File: src/rtl/fpadd_seq_control_pkg.sv
// fpadd_pkg: shared types and width helpers for the FP adder sequencer.
// Holds the controller state enum, rounding-mode enum and derived widths.
package fpadd_pkg;

    typedef enum logic [2:0] {
        S_IDLE,
        S_ALIGN,
        S_ADD,
        S_NORM,
        S_ROUND,
        S_RENORM,
        S_DONE
    } state_e;

    typedef enum logic [1:0] {
        RM_RNE = 2'b00,
        RM_RTZ = 2'b01,
        RM_POS = 2'b10,
        RM_NEG = 2'b11
    } rmode_e;

    // first-one index range: 0 .. MANTISSABITS+1
    function automatic int idxbits(input int m);
        return $clog2(m + 2);
    endfunction

    // shift distance range: 0 .. MANTISSABITS+3
    function automatic int shbits(input int m);
        return $clog2(m + 4);
    endfunction

endpackage

File: src/rtl/fpadd_seq_control_if.sv
// fpadd_seq_control_if: request/response handshake plus datapath controls.
// master = sequencing controller, slave = datapath and requester side.
interface fpadd_seq_control_if #(
    parameter int EXPBITS      = 8,
    parameter int MANTISSABITS = 23
);
    import fpadd_pkg::*;

    localparam int IDXBITS = idxbits(MANTISSABITS);
    localparam int SHBITS  = shbits(MANTISSABITS);

    logic                    InValid;
    logic                    InReady;
    logic                    ExpSet;
    logic [EXPBITS-1:0]      ExpDiff;
    logic [1:0]              RoundMode;
    logic                    Sign;
    logic                    FFOValid;
    logic [IDXBITS-1:0]      FFOIndex;
    logic [MANTISSABITS+1:0] Out;
    logic [2:0]              GRS;
    logic                    OutValid;
    logic                    OutReady;
    logic                    SelExpMux;
    logic                    SelSRMux;
    logic                    SREn;
    logic [SHBITS-1:0]       ShiftRightAmount;
    logic                    AddEn;
    logic                    SLEn;
    logic [SHBITS-1:0]       ShiftAmount;
    logic                    NoShift;
    logic                    IncrEn;
    logic                    DecrEn;
    logic                    RoundEn;
    logic                    SelExpMuxR;
    logic                    SelManMuxR;
    logic                    Zero;

    modport master (
        input  InValid, ExpSet, ExpDiff, RoundMode, Sign,
        input  FFOValid, FFOIndex, Out, GRS, OutReady,
        output InReady, OutValid, SelExpMux, SelSRMux, SREn,
        output ShiftRightAmount, AddEn, SLEn, ShiftAmount,
        output NoShift, IncrEn, DecrEn, RoundEn,
        output SelExpMuxR, SelManMuxR, Zero
    );

    modport slave (
        output InValid, ExpSet, ExpDiff, RoundMode, Sign,
        output FFOValid, FFOIndex, Out, GRS, OutReady,
        input  InReady, OutValid, SelExpMux, SelSRMux, SREn,
        input  ShiftRightAmount, AddEn, SLEn, ShiftAmount,
        input  NoShift, IncrEn, DecrEn, RoundEn,
        input  SelExpMuxR, SelManMuxR, Zero
    );

endinterface

File: src/rtl/fpadd_seq_control_round_decide.sv
// fpadd_round_decide: combinational round-up decision.
// In: g, r, s, l (result LSB), sign, mode. Out: round_up.
module fpadd_round_decide
    import fpadd_pkg::*;
(
    input  logic   g,
    input  logic   r,
    input  logic   s,
    input  logic   l,
    input  logic   sign,
    input  rmode_e mode,
    output logic   round_up
);

    always_comb begin
        round_up = 1'b0;
        unique case (mode)
            RM_RNE:  round_up = g & (r | s | l);
            RM_RTZ:  round_up = 1'b0;
            RM_POS:  round_up = ~sign & (g | r | s);
            RM_NEG:  round_up = sign & (g | r | s);
            default: round_up = 1'b0;
        endcase
    end

endmodule

File: src/rtl/fpadd_seq_control.sv
// fpadd_seq_control: FP adder sequencer (align, add, normalise, round).
// Ports: Clock, Reset (async low), bus = fpadd_seq_control_if.master.
module fpadd_seq_control
    import fpadd_pkg::*;
#(
    parameter int EXPBITS      = 8,
    parameter int MANTISSABITS = 23,
    parameter int MAXSHIFT     = 8
) (
    input logic                 Clock,
    input logic                 Reset,
    fpadd_seq_control_if.master bus
);

    localparam int IDXBITS = idxbits(MANTISSABITS);
    localparam int SHBITS  = shbits(MANTISSABITS);
    localparam int H       = MANTISSABITS;
    localparam int REMMAX  = MANTISSABITS + 3;

    state_e            state, state_nx;
    logic [SHBITS-1:0] rem;
    logic [SHBITS-1:0] rem_init;
    logic [SHBITS-1:0] align_amt;
    logic              exp_set_q;
    rmode_e            rmode_q;
    logic              zero_q;
    logic              accept;
    logic              ffo_zero;
    logic              round_up;

    logic              in_ready, out_valid, sel_sr, sr_en;
    logic [SHBITS-1:0] sr_amt, sl_amt;
    logic              add_en, sl_en, no_shift, incr_en, decr_en;
    logic              round_en, sel_r, zero;

    // only the LSB and carry of the sum steer the sequence
    logic unused_out;
    assign unused_out = ^bus.Out[H:1];

    assign accept   = (state == S_IDLE) && bus.InValid;
    assign ffo_zero = (state == S_NORM) && !bus.FFOValid;

    // beyond MANTISSABITS+3 every shifted bit lands in sticky anyway
    always_comb begin
        if (32'(bus.ExpDiff) > 32'(REMMAX))
            rem_init = SHBITS'(REMMAX);
        else
            rem_init = SHBITS'(bus.ExpDiff);
    end

    always_comb begin
        if (32'(rem) > 32'(MAXSHIFT))
            align_amt = SHBITS'(MAXSHIFT);
        else
            align_amt = rem;
    end

    fpadd_round_decide u_round (
        .g        (bus.GRS[2]),
        .r        (bus.GRS[1]),
        .s        (bus.GRS[0]),
        .l        (bus.Out[0]),
        .sign     (bus.Sign),
        .mode     (rmode_q),
        .round_up (round_up)
    );

    always_ff @(posedge Clock or negedge Reset) begin
        if (!Reset)
            state <= S_IDLE;
        else
            state <= state_nx;
    end

    always_comb begin
        state_nx = state;
        unique case (state)
            S_IDLE:
                if (bus.InValid)
                    state_nx = (rem_init != '0) ? S_ALIGN : S_ADD;
            S_ALIGN:
                if (rem == align_amt)
                    state_nx = S_ADD;
            S_ADD:
                state_nx = S_NORM;
            S_NORM:
                state_nx = bus.FFOValid ? S_ROUND : S_DONE;
            S_ROUND:
                state_nx = round_up ? S_RENORM : S_DONE;
            S_RENORM:
                state_nx = S_DONE;
            S_DONE:
                if (bus.OutReady)
                    state_nx = S_IDLE;
            default:
                state_nx = S_IDLE;
        endcase
    end

    always_ff @(posedge Clock or negedge Reset) begin
        if (!Reset) begin
            rem       <= '0;
            exp_set_q <= 1'b0;
            rmode_q   <= RM_RNE;
            zero_q    <= 1'b0;
        end else begin
            if (accept) begin
                rem       <= rem_init;
                exp_set_q <= bus.ExpSet;
                rmode_q   <= rmode_e'(bus.RoundMode);
            end else if (state == S_ALIGN) begin
                rem <= rem - align_amt;
            end
            // zero flag lives from NORM until the result is taken
            if (ffo_zero)
                zero_q <= 1'b1;
            else if (state == S_DONE && bus.OutReady)
                zero_q <= 1'b0;
        end
    end

    always_comb begin
        in_ready  = (state == S_IDLE);
        out_valid = (state == S_DONE);
        sel_r     = (state == S_RENORM) || (state == S_DONE);
        zero      = zero_q || ffo_zero;
        sel_sr    = 1'b0;
        sr_en     = 1'b0;
        sr_amt    = '0;
        add_en    = 1'b0;
        sl_en     = 1'b0;
        sl_amt    = '0;
        no_shift  = 1'b0;
        incr_en   = 1'b0;
        decr_en   = 1'b0;
        round_en  = 1'b0;
        unique case (state)
            S_ALIGN: begin
                sr_en  = 1'b1;
                sr_amt = align_amt;
            end
            S_ADD:
                add_en = 1'b1;
            S_NORM:
                if (bus.FFOValid) begin
                    unique case (1'b1)
                        (bus.FFOIndex == IDXBITS'(H + 1)): begin
                            sr_en   = 1'b1;
                            sel_sr  = 1'b1;
                            sr_amt  = SHBITS'(1);
                            incr_en = 1'b1;
                        end
                        (bus.FFOIndex == IDXBITS'(H)):
                            no_shift = 1'b1;
                        (bus.FFOIndex < IDXBITS'(H)): begin
                            sl_en   = 1'b1;
                            decr_en = 1'b1;
                            sl_amt  = SHBITS'(H) - SHBITS'(bus.FFOIndex);
                        end
                        default: ;
                    endcase
                end
            S_ROUND:
                round_en = round_up;
            S_RENORM:
                if (bus.Out[H+1]) begin
                    sr_en   = 1'b1;
                    sel_sr  = 1'b1;
                    sr_amt  = SHBITS'(1);
                    incr_en = 1'b1;
                end
            default: ;
        endcase
    end

    assign bus.InReady          = in_ready;
    assign bus.OutValid         = out_valid;
    assign bus.SelExpMux        = exp_set_q;
    assign bus.SelSRMux         = sel_sr;
    assign bus.SREn             = sr_en;
    assign bus.ShiftRightAmount = sr_amt;
    assign bus.AddEn            = add_en;
    assign bus.SLEn             = sl_en;
    assign bus.ShiftAmount      = sl_amt;
    assign bus.NoShift          = no_shift;
    assign bus.IncrEn           = incr_en;
    assign bus.DecrEn           = decr_en;
    assign bus.RoundEn          = round_en;
    assign bus.SelExpMuxR       = sel_r;
    assign bus.SelManMuxR       = sel_r;
    assign bus.Zero             = zero;

endmodule

File: src/flat_wrapper.sv
// flat-port wrapper written by rule: the top's interface ports become plain ports
module fpadd_seq_control_flat import fpadd_pkg::*;
#(
    parameter int EXPBITS      = 8,
    parameter int MANTISSABITS = 23,
    parameter int MAXSHIFT     = 8
)
  (Clock, Reset, bus_InValid, bus_ExpSet, bus_ExpDiff, bus_RoundMode, bus_Sign, bus_FFOValid, bus_FFOIndex, bus_Out, bus_GRS, bus_OutReady, bus_InReady, bus_OutValid, bus_SelExpMux, bus_SelSRMux, bus_SREn, bus_ShiftRightAmount, bus_AddEn, bus_SLEn, bus_ShiftAmount, bus_NoShift, bus_IncrEn, bus_DecrEn, bus_RoundEn, bus_SelExpMuxR, bus_SelManMuxR, bus_Zero);
  fpadd_seq_control_if #(.EXPBITS(EXPBITS), .MANTISSABITS(MANTISSABITS)) bus_i ();
  input logic Clock;
  input logic Reset;
  input wire logic [$bits(bus_i.InValid)-1:0] bus_InValid;
  input wire logic [$bits(bus_i.ExpSet)-1:0] bus_ExpSet;
  input wire logic [$bits(bus_i.ExpDiff)-1:0] bus_ExpDiff;
  input wire logic [$bits(bus_i.RoundMode)-1:0] bus_RoundMode;
  input wire logic [$bits(bus_i.Sign)-1:0] bus_Sign;
  input wire logic [$bits(bus_i.FFOValid)-1:0] bus_FFOValid;
  input wire logic [$bits(bus_i.FFOIndex)-1:0] bus_FFOIndex;
  input wire logic [$bits(bus_i.Out)-1:0] bus_Out;
  input wire logic [$bits(bus_i.GRS)-1:0] bus_GRS;
  input wire logic [$bits(bus_i.OutReady)-1:0] bus_OutReady;
  output wire logic [$bits(bus_i.InReady)-1:0] bus_InReady;
  output wire logic [$bits(bus_i.OutValid)-1:0] bus_OutValid;
  output wire logic [$bits(bus_i.SelExpMux)-1:0] bus_SelExpMux;
  output wire logic [$bits(bus_i.SelSRMux)-1:0] bus_SelSRMux;
  output wire logic [$bits(bus_i.SREn)-1:0] bus_SREn;
  output wire logic [$bits(bus_i.ShiftRightAmount)-1:0] bus_ShiftRightAmount;
  output wire logic [$bits(bus_i.AddEn)-1:0] bus_AddEn;
  output wire logic [$bits(bus_i.SLEn)-1:0] bus_SLEn;
  output wire logic [$bits(bus_i.ShiftAmount)-1:0] bus_ShiftAmount;
  output wire logic [$bits(bus_i.NoShift)-1:0] bus_NoShift;
  output wire logic [$bits(bus_i.IncrEn)-1:0] bus_IncrEn;
  output wire logic [$bits(bus_i.DecrEn)-1:0] bus_DecrEn;
  output wire logic [$bits(bus_i.RoundEn)-1:0] bus_RoundEn;
  output wire logic [$bits(bus_i.SelExpMuxR)-1:0] bus_SelExpMuxR;
  output wire logic [$bits(bus_i.SelManMuxR)-1:0] bus_SelManMuxR;
  output wire logic [$bits(bus_i.Zero)-1:0] bus_Zero;
  assign bus_i.InValid = bus_InValid;
  assign bus_i.ExpSet = bus_ExpSet;
  assign bus_i.ExpDiff = bus_ExpDiff;
  assign bus_i.RoundMode = bus_RoundMode;
  assign bus_i.Sign = bus_Sign;
  assign bus_i.FFOValid = bus_FFOValid;
  assign bus_i.FFOIndex = bus_FFOIndex;
  assign bus_i.Out = bus_Out;
  assign bus_i.GRS = bus_GRS;
  assign bus_i.OutReady = bus_OutReady;
  assign bus_InReady = bus_i.InReady;
  assign bus_OutValid = bus_i.OutValid;
  assign bus_SelExpMux = bus_i.SelExpMux;
  assign bus_SelSRMux = bus_i.SelSRMux;
  assign bus_SREn = bus_i.SREn;
  assign bus_ShiftRightAmount = bus_i.ShiftRightAmount;
  assign bus_AddEn = bus_i.AddEn;
  assign bus_SLEn = bus_i.SLEn;
  assign bus_ShiftAmount = bus_i.ShiftAmount;
  assign bus_NoShift = bus_i.NoShift;
  assign bus_IncrEn = bus_i.IncrEn;
  assign bus_DecrEn = bus_i.DecrEn;
  assign bus_RoundEn = bus_i.RoundEn;
  assign bus_SelExpMuxR = bus_i.SelExpMuxR;
  assign bus_SelManMuxR = bus_i.SelManMuxR;
  assign bus_Zero = bus_i.Zero;
  fpadd_seq_control #(.EXPBITS(EXPBITS), .MANTISSABITS(MANTISSABITS), .MAXSHIFT(MAXSHIFT)) u_core (.Clock(Clock), .Reset(Reset), .bus(bus_i));
endmodule
File: config.mk
export PLATFORM = sky130hd
export DESIGN_NAME = fpadd_seq_control_flat
export DESIGN_NICKNAME = d
export VERILOG_FILES = /design/src/rtl/fpadd_seq_control_pkg.sv /design/src/rtl/fpadd_seq_control_if.sv /design/src/rtl/fpadd_seq_control_round_decide.sv /design/src/rtl/fpadd_seq_control.sv /design/src/flat_wrapper.sv
export SDC_FILE = /design/constraint.sdc
export NUM_CORES = 1
export LEC_CHECK = 0
export ABC_AREA = 1
export BUFFER_PORTS_ARGS = -buffer_cell sky130_fd_sc_hd__buf_4
export CORE_UTILIZATION = 30
export DETAILED_ROUTE_END_ITERATION = 16
export GPL_TIMING_DRIVEN = 0
export PLACE_DENSITY = 0.61
export SYNTH_ARGS = -nofsm -noshare
export SYNTH_HDL_FRONTEND = slang
export SYNTH_HIERARCHICAL = 1
export SYNTH_SLANG_ARGS = --single-unit
File: constraint.sdc
create_clock -name Clock -period 1.3 [get_ports Clock]
set_input_delay 0.195 -clock Clock [delete_from_list [all_inputs] [get_ports Clock]]
set_output_delay 0.195 -clock Clock [all_outputs]
set_load 0.01 [all_outputs]
==> results of run 1 <==
-- routing by layer --
metal	track usage	up-vias	wire length, um
li1	-	632	-
met1	0.1942	529	1204
met2	0.2747	49	1241
met3	0.04904	2	204
met4	0.04221	0	14
met5	0	-	0
-- cells in the final DEF, fill, tap and decap left out --
master and instances:
inv_2 11, dfrtp_2 2, a21oi_2 1, dlygate4sd3_1 1
o31ai_1 1, ha_1 4, o211ai_1 3, inv_4 1
nand3_1 10, nand3_4 1, nor3_2 4, and2_0 1
nand4_1 4, conb_1 3, nand3_2 2, o21ai_0 1
buf_4 56, nand3b_1 1, nand2_2 6, nand2_4 1
nor4_1 1, nor2_1 20, dfrtp_1 10, a22oi_1 1
buf_6 9, o21ai_1 4, nand2_1 36, nor2_2 2
clkbuf_4 3, inv_1 22, nor3_4 2, nor2_4 2
o21ai_2 1, or2_1 1
-- cells in the mapped netlist (all sizes together) --
| master | number |
|---|---|
| nand3b | 1 |
| a21oi | 1 |
| o31ai | 1 |
| nor2 | 24 |
| conb | 2 |
| nand3 | 13 |
| nor3 | 6 |
| buf | 4 |
| ha | 4 |
| dfrtp | 12 |
| a22oi | 1 |
| and2 | 1 |
| o211ai | 3 |
| nor4 | 1 |
| inv | 34 |
| nand2 | 43 |
| o21ai | 6 |
| or2 | 1 |
| nand4 | 4 |
-- power breakdown --
part / internal (W) / switching, W
clock: 0.000107 / 0.000120
combinational: 0.000913 / 0.00109
sequential: 0.000554 / 0.000159
total: 0.00157 / 0.00136
-- kinds of logic (layout without fill, tap and decap cells) --
group | after synthesis | count (layout)
simple gates | 94 | 94
buf+inv | 38 | 103
compound gates | 12 | 12
flops | 12 | 12
fa+ha+maj | 4 | 4
other cells | 2 | 3
-- path summary, 6_finish.rpt --
check	to	slack (ps)
max	bus_ShiftRightAmount[0]	-360
min	u_core/zero_q	120
max reg2reg	u_core/rem[0]	-100
min reg2reg	u_core/bus.SelExpMux	490
max in group asynchronous	u_core/state[1]	830
min in group asynchronous	u_core/zero_q	300
-- final cells by class --
cell class / count / area, sq um
inverters: 34 / 130.1
well taps: 44 / 55.05
multi-input cells: 113 / 646.9
fillers: 333 / 1464
clock buffers: 3 / 22.52
flip-flops and latches: 12 / 302.8
repair buffers: 62 / 494.2
plain buffers: 4 / 37.54
-- flip-flops by register name, summed over array words and instances (netlist names) --
signal                count
u_core/rmode_q            2
u_core/rem                5
u_core/bus.SelExpMux      1
u_core/zero_q             1
u_core/state              3
-- worst register-to-register path: cells and delay by family (launching register included) --
family / cells / cell delay, ps
AO/OA/AOI/OAI: 2 / 190
buffers and inverters: 1 / 170
AND/OR/NAND/NOR: 4 / 500
flip-flops: 1 / 420
-- stage by stage --
stage	worst slack, ps	power (W)	instance area (sq um)	hold slack, ps	util
final	-356.6	0.002938	1689	120.0	0.5357
after CTS	-360.6	0.002876	1658	107.0	0.5258
after detailed placement	-186.1	0.002277	1460	47.72	0.4631
after floorplan	-68.66	0.001734	1037	-100.6	-
after global placement	-171.2	0.002265	1460	50.19	0.4631
after global routing	-447.6	0.003235	1689	108.5	0.5357
-- timing repair --
item,CTS,global route
endpoints found under the hold margin,12,0
endpoints found under the setup margin,28,33
pin swaps,6,10
hold buffers,1,0
buffers inserted,11,3
resized for setup,21,11
==> impl_metrics.json, run 1 <==
{
  "outcome": "finished, violations left",
  "vdd.ir_drop.worst_uv": 665.0,
  "clockRootBuffer": "clkbuf_4",
  "post-route-drc-count": 0,
  "failed_checks": "negative setup slack",
  "nets": 284,
  "place_inst": 256,
  "drt_first_iter_violations": 38,
  "first_global_vias": 1122,
  "route.final.wire_length_mm": 2.664,
  "placeableCoreArea_sq_mm": 0.003153,
  "synth_cell_types": 27,
  "holdCritPathClass": "in2reg",
  "crit_path_cell_trace": "inv_4 -> buf_4 -> nand3_4 -> inv_2 -> nand3_1 -> nand3_1 -> buf_4",
  "chipHeight_um": 60.48,
  "placement_rows": 20,
  "die_footprint_sq_mm": 0.003658,
  "vias": 1212,
  "cts.sink_count": 12,
  "synth_top_family_by_area": "simple AND/OR/NAND/NOR gates",
  "grt_start_max_net_pins": 13,
  "final-instance-count-excl-fill": 272,
  "route.antenna.remaining_nets": 0,
  "final-hold-violation-count": 0,
  "placement.io_buffers": 49,
  "timing.critical_path.buf_inv": 4,
  "crit_start": "u_core/state[1]",
  "count_of_cells_along_the_worst_register_to_register_path": 7,
  "synthesis.instances": 162,
  "mappedNetlistArea_sq_mm": 0.001026,
  "clk_pin_slew_ps": 70,
  "worstSetupStartpointType": "flip-flop",
  "gp_routability_congestion": 0.7774,
  "synthDominantCellAreaShare": 0.2927,
  "antenna_violations_before_repair": 0,
  "die-width_um": 60.48,
  "hold_start": "bus_OutReady",
  "timing.final.max_slew_violations": 0,
  "clock_tree.htree_level_count": 1,
  "synth-simple-area-share": 0.4232,
  "timing.critical_path.required_ps": 1110,
  "fin_ws_ps": -356.6,
  "cts-buffers-inserted": 3,
  "critical-path-max-stage-delay_ps": 440,
  "critical_path_class": "reg2out",
  "syn_to_final_growth_pct": 64.63,
  "grt_first_pass_wirelength_mm": 4.388,
  "tot_gr_track_use": 0.1598,
  "layout_worst_path_cycle_share": 1.274,
  "clock_tree.buffer_depth": 2,
  "drtPass1Iterations": 4,
  "critical_path.endpoint_type": "output pin",
  "vias_per_cell": 4.456,
  "synth_compound_gate_area_share": 0.07439,
  "route.detailed.wl_per_inst_um": 9.794,
  "timing.critical_path.max_delay_family": "buffers and inverters",
  "p_per_cell_area_mw_per_mm2": 1739,
  "ys_ff_latch": 12,
  "critical_path_cell_count": 7,
  "max_clock_freq_ghz": 0.6036,
  "rsz0062_at_grt": "yes",
  "power_leakage_nw": 0.9549,
  "yosys.area_share.xor_xnor": 0,
  "worstPathMaxFanout": 7,
  "initial_utilization": 0.3254,
  "timing.setup.tns_ps": -5996,
  "timing.final.crit_period_ps": 1657,
  "critical_path.reg2reg.startpoint": "u_core/state[0]",
  "maxCapViolCount": 0,
  "synth_sequential_area_ratio": 0.2927,
  "boundaryPins": 74,
  "finalClockSkew_ps": 3.554,
  "post_synth_fa_ha_maj_area_fraction": 0.04878,
  "synth_area_leader_cell": "dfrtp_1",
  "globalRoute.totalOverflow": 0,
  "yosys-top-cells-area": "dfrtp_1 (29%), nand2_1 (15%), inv_1 (9.1%), nor2_1 (8.0%), nand3_1 (5.9%)",
  "dpl.hpwl_mm": 2.036,
  "synth.avg_cell_area_sq_um": 6.333,
  "worstSkewPairLatency_ps": 270,
  "worstPathArrival_ps": 1460,
  "num_antenna_cells": 0,
  "layout-drive-gt1-share": 0.4561,
  "ys.warnings.count": 6,
  "cts_tree": "yes",
  "timing.hold.worst_path_depth": 2,
  "report.final.setup_viol": 32,
  "synth_mux_area_frac": 0,
  "critPathSlowestCell": "dfrtp_2"
}
Note: power is estimated with default switching activity, not from simulation.
==> inputs of run 2 (changes only) <==
--- a/config.mk
+++ b/config.mk
@@ -7,6 +7,7 @@
 export LEC_CHECK = 0
 export ABC_AREA = 1
 export BUFFER_PORTS_ARGS = -buffer_cell sky130_fd_sc_hd__buf_4
+export CORE_MARGIN = 3
 export CORE_UTILIZATION = 30
 export DETAILED_ROUTE_END_ITERATION = 16
 export GPL_TIMING_DRIVEN = 0
==> constraint.sdc (replaced) <==
create_clock -name Clock -period 1.3 [get_ports Clock]
set_input_delay 0.065 -clock Clock [delete_from_list [all_inputs] [get_ports Clock]]
set_output_delay 0.065 -clock Clock [all_outputs]
set_load 0.01 [all_outputs]
==> impl_metrics.json, run 2 (synthesis gave the netlist of run 1 again) <==
{
  "outcome": "finished, violations left",
  "failed_checks": "negative setup slack",
  "hold_start": "bus_OutReady",
  "count_of_cells_along_the_worst_register_to_register_path": 9,
  "rrSetupSlack_ps": -110,
  "worstSkewPairLatency_ps": 270,
  "timing.hold.worst_path_depth": 2,
  "worstSetupStartpointType": "flip-flop",
  "stdcell_area_sq_mm": 0.002001,
  "timing.final.max_slew_violations": 0,
  "maxCapViolCount": 0,
  "crit_start": "u_core/state[1]",
  "critical_path.endpoint_type": "output pin",
  "final_cell_mix": "buf_4 (62), nand2_1 (34), buf_6 (21), inv_1 (20), nor2_1 (16)",
  "placement_rows": 20,
  "multiInputGateArea_sq_um": 738.2,
  "max_clock_freq_ghz": 0.6549,
  "route.final.wire_length_mm": 3.184,
  "globalRoute.totalOverflow": 0,
  "clock_tree.htree_level_count": 1,
  "reg2reg_to": "u_core/state[0]",
  "layout-drive-gt1-share": 0.5341,
  "num_antenna_cells": 0,
  "timing.critical_path.max_delay_family": "buffers and inverters",
  "min_to": "u_core/zero_q",
  "post-route-drc-count": 0,
  "placement.io_buffers": 49,
  "path_common_cell": "buf_4",
  "drt_first_iter_violations": 34,
  "timing.critical_path.required_ps": 1240,
  "nets": 305,
  "drtPass1Iterations": 2,
  "vias": 1283,
  "critical-path-max-stage-delay_ps": 410,
  "holdCritPathClass": "in2reg",
  "initial_utilization": 0.3254,
  "die_footprint_sq_mm": 0.004158,
  "syn_to_final_growth_pct": 95.00,
  "vdd.ir_drop.worst_uv": 839.2,
  "grt_start_max_net_pins": 13,
  "clockRootBuffer": "clkbuf_4",
  "boundaryPins": 74,
  "vias_per_cell": 4.379,
  "final-hold-violation-count": 0,
  "layout_worst_path_cycle_share": 1.175,
  "worstPathMaxFanout": 3,
  "placeableCoreArea_sq_mm": 0.003153,
  "reg.largest.list": "u_core/rem: 5 flops, u_core/state: 3 flops, u_core/rmode_q: 2 flops",
  "crit_path_cell_trace": "inv_4 -> nor3_4 -> buf_4 -> buf_6 -> inv_2 -> nor3_2 -> buf_4",
  "finalClockSkew_ps": 2.589,
  "cts.sink_count": 12,
  "rsz0062_at_grt": "yes",
  "die-width_um": 64.48,
  "placed_area_sq_mm": 0.001453,
  "grt_first_pass_wirelength_mm": 5.057,
  "tot_gr_track_use": 0.1510,
  "first_global_vias": 1213,
  "critPathSlowestCell": "dfrtp_2",
  "antenna_violations_before_repair": 0,
  "power_leakage_nw": 1.096,
  "p_per_cell_area_mw_per_mm2": 1863,
  "cts-buffers-inserted": 3,
  "final_core_util": 0.6345,
  "worstPathArrival_ps": 1460,
  "filler_cell_count": 297,
  "report.final.setup_viol": 31,
  "cts_tree": "yes",
  "clock_tree.buffer_depth": 2,
  "clk_pin_slew_ps": 70,
  "register_area_sq_um": 302.8,
  "dpl.hpwl_mm": 2.085,
  "gp_routability_congestion": 0.8088,
  "max_flop_register": "u_core/rem",
  "fin_ws_ps": -227.0,
  "timing.critical_path.buf_inv": 5,
  "timing.final.crit_period_ps": 1527,
  "route.detailed.wl_per_inst_um": 10.87,
  "route.antenna.remaining_nets": 0,
  "chipHeight_um": 64.48,
  "critical_path_class": "reg2out",
  "final_common_cell": "buf_4",
  "critical_path.reg2reg.startpoint": "u_core/state[1]",
  "largest_register_ffs": 5
}
-- run 2: changes by cell type in the layout (fill, tap and decap cells not counted), moves of 3 or more --
cell,change
nor2_4,+4
nor2_1,-4
dlygate4sd3_1,+3
nand2_4,+3
buf_4,+6
buf_6,+12
-- run 2: timing repair --
action                     in CTS  in global routing
hold endpoints to repair       15                  0
setup endpoints to repair      26                 32
pin swaps                      17                 17
resized for setup              47                 23
hold buffers                    4                  0
buffers inserted               21                 10
cloned                          0                  0
-- run 2: layer usage --
metal / vias up / global-route usage / wire length [um]
li1: 670 / - / -
met1: 560 / 0.1783 / 1344
met2: 44 / 0.2577 / 1502
met3: 9 / 0.03640 / 251
met4: 0 / 0.06860 / 85
met5: - / 0 / 0
-- run 2: how the worst max path moves through the flow --
stage,end,cells after the start
final,bus_NoShift,7
after CTS,bus_SelSRMux,6
after global routing,bus_SelSRMux,6
after detailed placement,u_core/rem[0],6
after global placement,u_core/rem[0],6
after floorplan,u_core/rem[1],8
-- run 2: layout make-up --
cell class                 instances  share of cell area
timing repair buffer              83              0.3540
inverter                          34             0.07004
buffer                             4             0.01689
clock buffer                       3             0.01126
tap                               44             0.02752
sequential                        12              0.1513
multi-input combinational        113              0.3690
-- run 2: power breakdown --
part	switching [W]	internal [W]
logic	0.00142	0.00138
registers	0.000152	0.000555
clock network	0.000117	0.000107
total	0.00168	0.00204
-- run 2: worst reg2reg max path, stage by stage, from the launching register on --
cell	delay, ps
dfrtp_2	440
inv_4	90
buf_4	120
nand3_4	130
buf_6	150
buf_6	120
nor2_4	100
nor2_1	60
nand2_1	60
nand2_1	40
-- run 2: metrics by stage --
step	setup WS, ps	hold slack (ps)	power (W)	std cells	setup TNS, ps
after global routing	-327.6	8.478	0.004058	293	-6140
final	-227.0	3.814	0.003728	293	-3615
after detailed placement	-108.3	-82.81	0.002275	256	-522.0
after CTS	-230.3	1.154	0.003331	284	-2828
after global placement	-111.7	-85.57	0.002267	256	-535.2
after floorplan	26.11	-230.6	0.001729	163	0
==> inputs of run 3 (changes only) <==
--- a/config.mk
+++ b/config.mk
@@ -6,12 +6,12 @@
 export NUM_CORES = 1
 export LEC_CHECK = 0
 export ABC_AREA = 1
-export BUFFER_PORTS_ARGS = -buffer_cell sky130_fd_sc_hd__buf_4
 export CORE_MARGIN = 3
 export CORE_UTILIZATION = 30
 export DETAILED_ROUTE_END_ITERATION = 16
+export DONT_BUFFER_PORTS = 1
 export GPL_TIMING_DRIVEN = 0
-export PLACE_DENSITY = 0.61
+export PLACE_DENSITY = 0.42
 export SYNTH_ARGS = -nofsm -noshare
 export SYNTH_HDL_FRONTEND = slang
 export SYNTH_HIERARCHICAL = 1
==> impl_metrics.json, run 3 (synthesis gave the netlist of run 1 again) <==
{
  "outcome": "finished, violations left",
  "failed_checks": "negative setup slack",
  "worstSetupStartpointType": "flip-flop",
  "placed_area_sq_mm": 0.001085,
  "timing.critical_path.required_ps": 1240,
  "cts.sink_count": 12,
  "crit_path_cell_trace": "nor3_4 -> buf_6 -> nand3_4 -> inv_4 -> buf_6",
  "reg.largest.list": "u_core/rem: 5 flops, u_core/state: 3 flops, u_core/rmode_q: 2 flops",
  "chipHeight_um": 64.48,
  "route.antenna.remaining_nets": 0,
  "layout-drive-gt1-share": 0.3731,
  "drt_first_iter_violations": 31,
  "gr-usage-met1": 0.1525,
  "count_of_cells_along_the_worst_register_to_register_path": 7,
  "vias": 1070,
  "setup_slack_placement_ps": -149.1,
  "met2_routing_resource_usage_after_global_routing": 0.2539,
  "globalRoute.totalOverflow": 0,
  "boundaryPins": 74,
  "rrSetupSlack_ps": -140,
  "critical_path_class": "reg2out",
  "antenna_violations_before_repair": 0,
  "clk_pin_slew_ps": 70,
  "max_slew.worst_pin.slew_ps": 572.5,
  "route.detailed.wl_per_inst_um": 11.46,
  "grt-busiest-layer": "met2",
  "max_clock_freq_ghz": 0.6651,
  "timing.final.max_slew_violations": 0,
  "holdCritPathClass": "in2reg",
  "grt_first_pass_wirelength_mm": 4.519,
  "clock_tree.buffer_depth": 2,
  "timing.final.crit_period_ps": 1504,
  "nets": 249,
  "vias_per_cell": 4.515,
  "syn_to_final_growth_pct": 46.34,
  "reg2reg_to": "u_core/rem[0]",
  "die-width_um": 64.48,
  "cts_tree": "yes",
  "gp_routability_congestion": 0.7320,
  "final_common_cell": "nand2_1",
  "clockRootBuffer": "clkbuf_4",
  "final_cell_mix": "nand2_1 (34), inv_1 (20), buf_4 (16), nor2_1 (14), inv_2 (11)",
  "dpl.hpwl_mm": 2.041,
  "multiInputGateArea_sq_um": 706.9,
  "rsz0062_at_grt": "yes",
  "finalClockSkew_ps": 2.751,
  "first_global_vias": 1075,
  "critical-path-max-stage-delay_ps": 440,
  "vdd.ir_drop.worst_uv": 908.8,
  "path_common_cell": "buf_6",
  "num_antenna_cells": 0,
  "largest_register_ffs": 5,
  "power_leakage_nw": 0.7822,
  "report.final.setup_viol": 29,
  "fin_ws_ps": -203.6,
  "layout_worst_path_cycle_share": 1.157,
  "gr-usage-met3": 0.04159,
  "crit_start": "u_core/state[2]",
  "final_core_util": 0.4762,
  "clock_tree.htree_level_count": 1,
  "grt_start_max_net_pins": 13,
  "worstPathArrival_ps": 1440,
  "maxCapViolCount": 0,
  "final-hold-violation-count": 0,
  "setup.worst_path.end": "bus_SLEn",
  "register_area_sq_um": 304.0,
  "worstPathMaxFanout": 6,
  "critPathSlowestCell": "dfrtp_2",
  "timing.hold.worst_path_depth": 2,
  "placement_rows": 20,
  "critical_path.reg2reg.startpoint": "u_core/state[1]",
  "placeableCoreArea_sq_mm": 0.003153,
  "initial_utilization": 0.3254,
  "filler_cell_count": 338,
  "route.final.wire_length_mm": 2.715,
  "critical_path.endpoint_type": "output pin",
  "tot_gr_track_use": 0.1360,
  "timing.max_slew.rel_slack": 0.6171,
  "cts-buffers-inserted": 3,
  "post-route-drc-count": 0,
  "drtPass1Iterations": 4,
  "die_footprint_sq_mm": 0.004158,
  "stdcell_area_sq_mm": 0.001501,
  "placement.io_buffers": 0,
  "hold-worst-slack_ps": 29.44,
  "p_per_cell_area_mw_per_mm2": 1924,
  "max_flop_register": "u_core/rem",
  "worstSkewPairLatency_ps": 270
}
-- run 3: cell count changes in the layout (fill, tap and decap cells not counted), moves of 2 or more --
| cell | before | now |
|---|---|---|
| nor2_1 | 16 | 14 |
| nand2_4 | 4 | 2 |
| buf_4 | 62 | 16 |
| buf_6 | 21 | 6 |
| dlygate4sd3_1 | 4 | 9 |
| o21ai_2 | 2 | 0 |
| nor2_4 | 6 | 4 |
| nor2_2 | 2 | 6 |
| nand2_2 | 5 | 7 |
| o21ai_1 | 3 | 5 |
-- run 3: critical path: cells and delay by family, from the launching register on --
kind	cells	cell delay, ps
simple gates	2	380
buf+inv	3	340
flops	1	440
-- run 3: where the power goes --
part	leakage (nW)	switching [W]	internal, W
combinational	0.623	0.00111	0.000816
sequential	0.146	0.000183	0.000557
clock	0.0138	0.000117	0.000107
total	0.782	0.00141	0.00148
-- run 3: layout make-up --
type	count	share of cell area
Inverter	34	0.09000
Multi-Input combinational cell	113	0.4708
Clock buffer	3	0.01500
Sequential cell	12	0.2025
Tap cell	44	0.03667
Timing Repair Buffer	27	0.1575
Buffer	4	0.02750
-- run 3: how the worst min path moves through the flow --
stage / start / end / slack (ps)
2_1_floorplan: Reset / u_core/bus.SelExpMux / -230
3_3_place_gp: Reset / u_core/rmode_q[1] / -230
3_5_place_dp: Reset / u_core/rmode_q[1] / -230
4_1_cts: bus_ExpDiff[3] / u_core/rem[3] / 20
5_1_grt: bus_ExpDiff[3] / u_core/rem[3] / 30
6_report: bus_ExpDiff[3] / u_core/rem[3] / 30
-- run 3: routing by layer --
metal | routed length (um) | part of all wire | vias up
li1 | - | - | 558
met1 | 1115 | 0.41 | 479
met2 | 1432 | 0.53 | 31
met3 | 158 | 0.058 | 2
met4 | 9 | 0.0033 | 0
met5 | 0 | 0 | -
-- run 3: through the flow --
step	total power (W)	std cells	TNS (ps)
floorplan	0.001729	163	0
global route	0.003189	237	-5399
finish	0.002889	237	-2995
CTS	0.002548	229	-3023
detailed placement	0.001973	207	-833.9
global placement	0.001957	207	-800.4
-- run 3: timing repair --
item	4_1_cts	5_1_grt
pin swaps	10	9
buffers inserted	10	8
hold buffers	9	0
resized for setup	26	24
hold endpoints to repair	21	0
setup endpoints to repair	26	30
